--- config.mk ---
export PLATFORM = sky130hd
export DESIGN_NAME = op_centric_queue_flat
export DESIGN_NICKNAME = d
export VERILOG_FILES = /design/src/rtl/op_centric_queue_if.sv /design/src/rtl/op_centric_queue.sv /design/src/flat_wrapper.sv
export SDC_FILE = /design/constraint.sdc
export NUM_CORES = 1
export LEC_CHECK = 0
export BUFFER_PORTS_ARGS = -buffer_cell sky130_fd_sc_hd__clkbuf_2
export CAP_MARGIN = 20
export CORE_AREA = 5 5 375 377
export DETAILED_ROUTE_END_ITERATION = 8
export DIE_AREA = 0 0 380 382
export PLACE_DENSITY_LB_ADDON = 0.15
export SLEW_MARGIN = 15
export SYNTH_ARGS = -nofsm -noshare
export SYNTH_HDL_FRONTEND = slang
export SYNTH_SLANG_ARGS = --single-unit
export TNS_END_PERCENT = 100
--- constraint.sdc ---
create_clock -name clk -period 4.6 [get_ports clk]
set_input_delay 0.92 -clock clk [delete_from_list [all_inputs] [get_ports clk]]
set_output_delay 0.92 -clock clk [all_outputs]
set_load 0.05 [all_outputs]
--- src/rtl/op_centric_queue_if.sv ---
// Handshake bundle for op_centric_queue: a push-to-back port and a pop-from-front port.
// The queue takes the slave modport; the producer/consumer side takes the master modport.
interface op_centric_queue_if #(
    parameter int p_bitwidth = 32
);
    logic                  push_back_en;
    logic                  push_back_rdy;
    logic [p_bitwidth-1:0] push_back_data;
    logic                  pop_front_en;
    logic                  pop_front_rdy;
    logic [p_bitwidth-1:0] pop_front_data;

    modport master (
        output push_back_en, push_back_data, pop_front_en,
        input  push_back_rdy, pop_front_rdy, pop_front_data
    );

    modport slave (
        input  push_back_en, push_back_data, pop_front_en,
        output push_back_rdy, pop_front_rdy, pop_front_data
    );
endinterface

--- src/rtl/op_centric_queue.sv ---
// Single-clock circular FIFO with separate push-back and pop-front enable/ready pairs.
// Readiness comes straight from the registered occupancy; popped data is registered and held.
module op_centric_queue #(
    parameter int p_depth    = 32,
    parameter int p_bitwidth = 32
) (
    input logic               clk,
    input logic               rst,
    op_centric_queue_if.slave q
);
    localparam int ptr_w = (p_depth > 1) ? $clog2(p_depth) : 1;
    localparam int cnt_w = $clog2(p_depth + 1);

    logic [p_bitwidth-1:0] mem [p_depth];
    logic [ptr_w-1:0]      head;
    logic [ptr_w-1:0]      tail;
    logic [cnt_w-1:0]      count;
    logic [p_bitwidth-1:0] pop_data_p1;
    logic                  push_fire;
    logic                  pop_fire;

    // Pointers wrap explicitly so depth need not be a power of two.
    function automatic logic [ptr_w-1:0] next_ptr(input logic [ptr_w-1:0] p);
        return (p == ptr_w'(p_depth - 1)) ? '0 : p + ptr_w'(1);
    endfunction

    assign q.push_back_rdy  = (count != cnt_w'(p_depth));
    assign q.pop_front_rdy  = (count != '0);
    assign push_fire        = q.push_back_en && q.push_back_rdy;
    assign pop_fire         = q.pop_front_en && q.pop_front_rdy;
    assign q.pop_front_data = pop_data_p1;

    // Storage is write-only from this block and carries no reset.
    always_ff @(posedge clk) begin
        if (push_fire) begin
            mem[tail] <= q.push_back_data;
        end
    end

    // Stage boundary: control state and the registered pop word.
    always_ff @(posedge clk) begin
        if (!rst) begin
            head        <= '0;
            tail        <= '0;
            count       <= '0;
            pop_data_p1 <= '0;
        end else begin
            if (push_fire) begin
                tail <= next_ptr(tail);
            end
            if (pop_fire) begin
                head        <= next_ptr(head);
                pop_data_p1 <= mem[head];
            end
            case ({push_fire, pop_fire})
                2'b10:   count <= count + cnt_w'(1);
                2'b01:   count <= count - cnt_w'(1);
                default: count <= count;
            endcase
        end
    end
endmodule

--- src/flat_wrapper.sv ---
// flat-port wrapper written by rule: the top's interface ports become plain ports
module op_centric_queue_flat 
#(
    parameter int p_depth    = 32,
    parameter int p_bitwidth = 32
)
  (clk, rst, q_push_back_en, q_push_back_data, q_pop_front_en, q_push_back_rdy, q_pop_front_rdy, q_pop_front_data);
  op_centric_queue_if #(.p_bitwidth(p_bitwidth)) q_i ();
  input logic clk;
  input logic rst;
  input wire logic [$bits(q_i.push_back_en)-1:0] q_push_back_en;
  input wire logic [$bits(q_i.push_back_data)-1:0] q_push_back_data;
  input wire logic [$bits(q_i.pop_front_en)-1:0] q_pop_front_en;
  output wire logic [$bits(q_i.push_back_rdy)-1:0] q_push_back_rdy;
  output wire logic [$bits(q_i.pop_front_rdy)-1:0] q_pop_front_rdy;
  output wire logic [$bits(q_i.pop_front_data)-1:0] q_pop_front_data;
  assign q_i.push_back_en = q_push_back_en;
  assign q_i.push_back_data = q_push_back_data;
  assign q_i.pop_front_en = q_pop_front_en;
  assign q_push_back_rdy = q_i.push_back_rdy;
  assign q_pop_front_rdy = q_i.pop_front_rdy;
  assign q_pop_front_data = q_i.pop_front_data;
  op_centric_queue #(.p_depth(p_depth), .p_bitwidth(p_bitwidth)) u_core (.clk(clk), .rst(rst), .q(q_i));
endmodule
# ---- Yosys cells after proc, flatten, opt, wreduce, memory -nomap -nowiden
# Memory sizes are Yosys's and may differ from the RTL's. A register that Yosys moved wholly into a read port is not among the register bits.
# Cells that the tools add are included.
# Widths: inputs -> output; s select.
dict set report totals {
  reg_bits 16
  ram_bits 1024
  in_bits 36
  output_inout_bits 34
  wordCells 23
  mem_count 1
}
# memory words word_bits rd rd_ports_with_merged_regs write_ports line
set memory_table {}
lappend memory_table {u_core.mem 32 32 1 1 1 op_centric_queue.sv:14} ;# logic [p_bitwidth-1:0] mem [p_depth];
dict set report op_classes {
  n_addsub 4
  eq_ne 5
  mux 5
  reduce_logical 5
}
# operator count
set op_table {}
lappend op_table {{$pmux 6 s2} 1}
lappend op_table {{$add 5x1->5 const B} 2}
lappend op_table {{$eq 5x5->1 const B} 2}
lappend op_table {{$mux 5} 2}
lappend op_table {{$add 6x1->6 const B} 1}
lappend op_table {{$ne 6x6->1 const B} 1}
lappend op_table {{$reduce_bool 6->1} 1}
lappend op_table {{$sub 6x1->6 const B} 1}
lappend op_table {{$eq 2x1->1 const B} 1}
lappend op_table {{$eq 2x2->1 const B} 1}
lappend op_table {{$logic_and 1x1->1} 2}
lappend op_table {{$mux 1} 2}
lappend op_table {{$reduce_bool 2->1} 1}
lappend op_table {{$logic_not 1->1} 1}

# ---- Logic depth before layout (Yosys ltp)
dict set report logic_depth {
  ltp_word 4
  mapped_depth 12
  depth_no_buf 12
}

# ---- Worst setup path after synthesis
# No wires, ideal clock.
dict set report synth_timing {
  path_kind {input-to-reg}
  start {in q_push_back_en}
  end {mem u_core.mem[30][0] (enable)}
  setup_time_ns 0.421
  t_arrival_ns 2.753
  required_time_ns 4.179
  path_slack_ns 1.426
  stages 3
  n_path_buf 0
  path_cell_list {a21boi_2 -> nand2_1 -> nor2_1}
}
dict set report synth_between {
  elab_chain_len 3
}
# item line
set synth_lines {}
lappend synth_lines {{from (decl)} flat_wrapper.sv:11} ;# input wire logic [$bits(q_i.push_back_en)-1:0] q_push_back_en;
lappend synth_lines {{$logic_and 1x1->1} op_centric_queue.sv:29} ;# assign push_fire = q.push_back_en && q.push_back_rdy;
lappend synth_lines {{$mux 1} op_centric_queue.sv:35} ;# if (push_fire) begin
lappend synth_lines {{$mux 1 (not written as such)} op_centric_queue.sv:36} ;# mem[tail] <= q.push_back_data;
lappend synth_lines {{to (decl)} op_centric_queue.sv:14}
# Every way passes these cells.

==> results.md <==
* Status: completed
* Flop pwr share at approximately 47%
* Global-route wire length before repair at between 150000 and 200000 µm
* Setup Crit Path Kind: flop to flop
* HP Class: flop to flop
* Dpl hpwl at around 63000 µm
* CTS tree: yes
* RSZ-0062 raised after global routing: no
* Die area at ~0.15 mm²
* Final setup TNS at 0 ns
* Worst Min Path Start: u_core.q.pop_front_data[15]
* Endpoints failing setup at 0
* Routed Antenna Nets at 0
* Slew margin rel. at between 20% and 30%
* CTS sink cnt at ~1100
* Reg2Reg Launch Point: u_core.head[2]
* Clk_skew at between 0.03 and 0.04 ns
* Cell leakage power at about 14 nW
* CTS H-tree depth at 3
* NetSw at ~6.4 mW
* Max-cap violation count at 0
* Crit start category: flop
* Synthesized area per cell at 22.53 µm²
* Die height at approximately 380 µm
* Post-layout minimum cycle time at between 3 and 4 ns
* Synthesized flop and latch total at about 1100
* Sw frac at between 20 and 30%
* Violation count after the first detailed-route iteration at 1410
* Initial antenna violation count at 4
* EDFF count, synth at 1024
* Skew-Pair Late Insertion Delay at 0.70 ns
* Standard-cell rows at ~140
* Largest net degree at the start of global routing at between 100 and 150
* Seq/Total Area, Yosys at about four fifths
* DP Cell Count at roughly 3600
* Slew Limit Fails at 0
* Internal power at approximately 18 mW
* Synth Net Count at 1853
* Clock transition at path regs at around 0.06 ns
* Worst path required time at 5.17 ns
* Placed Instance Area at 0.04344 mm²
* CP arrival at roughly 3.8 ns
* GR Util All Layers at between 10% and 20%
* Mean routed wirelength per cell at between 20 and 30 µm
* Layout cell share with drive strength beyond 1 at approximately 29%
* Most used flip-flop cell after synthesis: edfxtp_1
* Power per cell area at a little over 500 mW/mm²
* CP max FO at 54
* Cells after Synth at 1804
* Routability cong. at 0.7817
* Hold depth at 1
* Gate power share at between 10% and 20%
* Number of vias per cell at slightly below 5
* Input/output buffers at around 70
* Synth cell types at 49
* Fin cells at roughly 3800
* Crit. Startpoint: u_core.head[2]
* CTS Buf Count at roughly 120
* Fmax achieved at just over 300 MHz
* Clock power share at between 30% and 40%
* Drt first pass iters at 4
* Vias post-DR at between 15000 and 20000
* Worst-case clock buffer depth at 3
* Post-CTS sizing at 0
* Vias in the first global route at 19910
* Final worst path period share at between 70 and 80%
* Fillers at about 13000
* Nets at roughly 2000
* Drt total wl at 105400 µm
* Asr flop ratio synth at 0%
* Reg2reg path depth at 5
* Root buffer cell: clkbuf_16
* Warnings, synthesis at 0
* Area of the multi-input gates at 0.008631 mm²
* I/O pin total at 70
* Cell area after synthesis at about 0.041 mm²
* CP endpoint kind: flop
* DIE WIDTH at around 380 µm
* Area grow syn2layout at 15.79%
* Core Area at 0.1368 mm²
* Post-CTS setup buffer count at 0
* Final instance area at ~0.047 mm²
* Register area at about 0.032 mm²
* Post-cts hold buffer count at 0
* Actual slew at the worst max-slew pin at ~1.1 ns
* Final hold vios at 0
* Residual DRC at 0
* Peak VDD IR at between 0.6 and 0.7 mV
* Initial core utilization at between 20 and 30%
* Final core occ at 34.40%
* GR Overflow Total at 0
==> Yosys cell counts (all sizes together) (7+ instances only) <==
cell / n / area, µm²
inv: 8 / 35.03
ha: 12 / 150.1
nor2: 36 / 135.1
a21boi: 7 / 56.30
o22ai: 96 / 600.6
mux4: 256 / 5766
mux2i: 65 / 650.6
edfxtp: 1024 / 30750
dfxtp: 48 / 960.9
a211o: 32 / 280.3
and2: 7 / 43.79
nor3: 35 / 175.2
nand2: 18 / 67.56
buf: 62 / 365.4
clkbuf: 39 / 146.4
==> stage by stage <==
stage	total power, mW	setup slack, ns	hold slack [ns]
floorplan	13.96	1.426	0.4996
global placement	15.45	1.300	0.4862
detailed placement	15.46	1.353	0.4636
CTS	24.37	1.368	0.4811
global route	24.92	1.278	0.4902
finish	23.95	1.349	0.4787
==> final cells by class <==
type | instances | area share, %
Sequential cell | 1072 | 67.42
Multi-Input combinational cell | 623 | 18.34
Clock buffer | 151 | 6.623
Tap cell | 1794 | 4.770
Timing Repair Buffer | 119 | 1.718
Clock inverter | 61 | 1.034
Inverter | 8 | 0.07445
Antenna cell | 4 | 0.02127
==> per-layer routing <==
metal	wire [µm]	global-route usage [%]
met1	46450	19.24
met2	52650	24.51
met3	4291	2.585
met4	1984	3.132
met5	0	0
==> power groups by stage <==
stage	logic, mW	clock network, mW	registers (mW)
global placement	3.95	0	11.5
detailed placement	3.95	0	11.5
CTS	3.96	9.11	11.3
finish	3.81	8.85	11.3
floorplan	2.34	0	11.6
global route	4.07	9.53	11.3
==> path summary, 6_finish.rpt <==
| path | to | slack [ns] |
|---|---|---|
| worst min-delay path | u_core.q.pop_front_data[15] | 0.48 |
| worst min register to register | u_core.q.pop_front_data[15] | 0.48 |
| worst max-delay path | u_core.q.pop_front_data[30] | 1.35 |
| worst max register to register | u_core.q.pop_front_data[30] | 1.35 |
==> state kept, by name (all words and copies together) (netlist names) <==
register,flops
u_core.q.pop_front_data,32
u_core.tail,5
u_core.mem,1024
u_core.count,6
u_core.head,5
==> worst max-delay path, cell delays in order, from the launching register on <==
cell	delay [ns]
dfxtp_4	0.88
buf_4	0.47
mux4_2	0.39
o22ai_1	0.69
nor3_1	0.22
a211o_1	0.32
==> kinds of logic after synthesis <==
family	synth area share [%]
multiplexers	15.79
flip-flops	78.03
adder cells (fa/ha/maj)	0.4187
AND/OR/NAND/NOR	1.684
AO/OA/AOI/OAI	2.691
XOR/XNOR	0.04311
buffers and inverters	1.345
==> layout by cell type (no fill, tap or decap), types with 4 or more instances in the layout <==
cell type and n:
a211o_1 32, a21boi_0 6, a21oi_1 5, and2_1 6, buf_12 7, buf_4 43, bufinv_16 6, clkbuf_1 29
clkbuf_16 118, clkbuf_2 69, clkbuf_8 4, clkinv_1 23, clkinv_2 19, clkinvlp_4 6, dfxtp_1 44, dfxtp_4 4
diode_2 4, edfxtp_1 1024, ha_1 12, inv_1 6, inv_6 4, mux2i_1 65, mux4_2 256, nand2_1 17
nand3_1 4, nor2_1 4, nor2_4 32, nor2b_1 6, nor3_1 35, o21ai_0 6, o22ai_1 96
(Power assumes the default switching activity.)
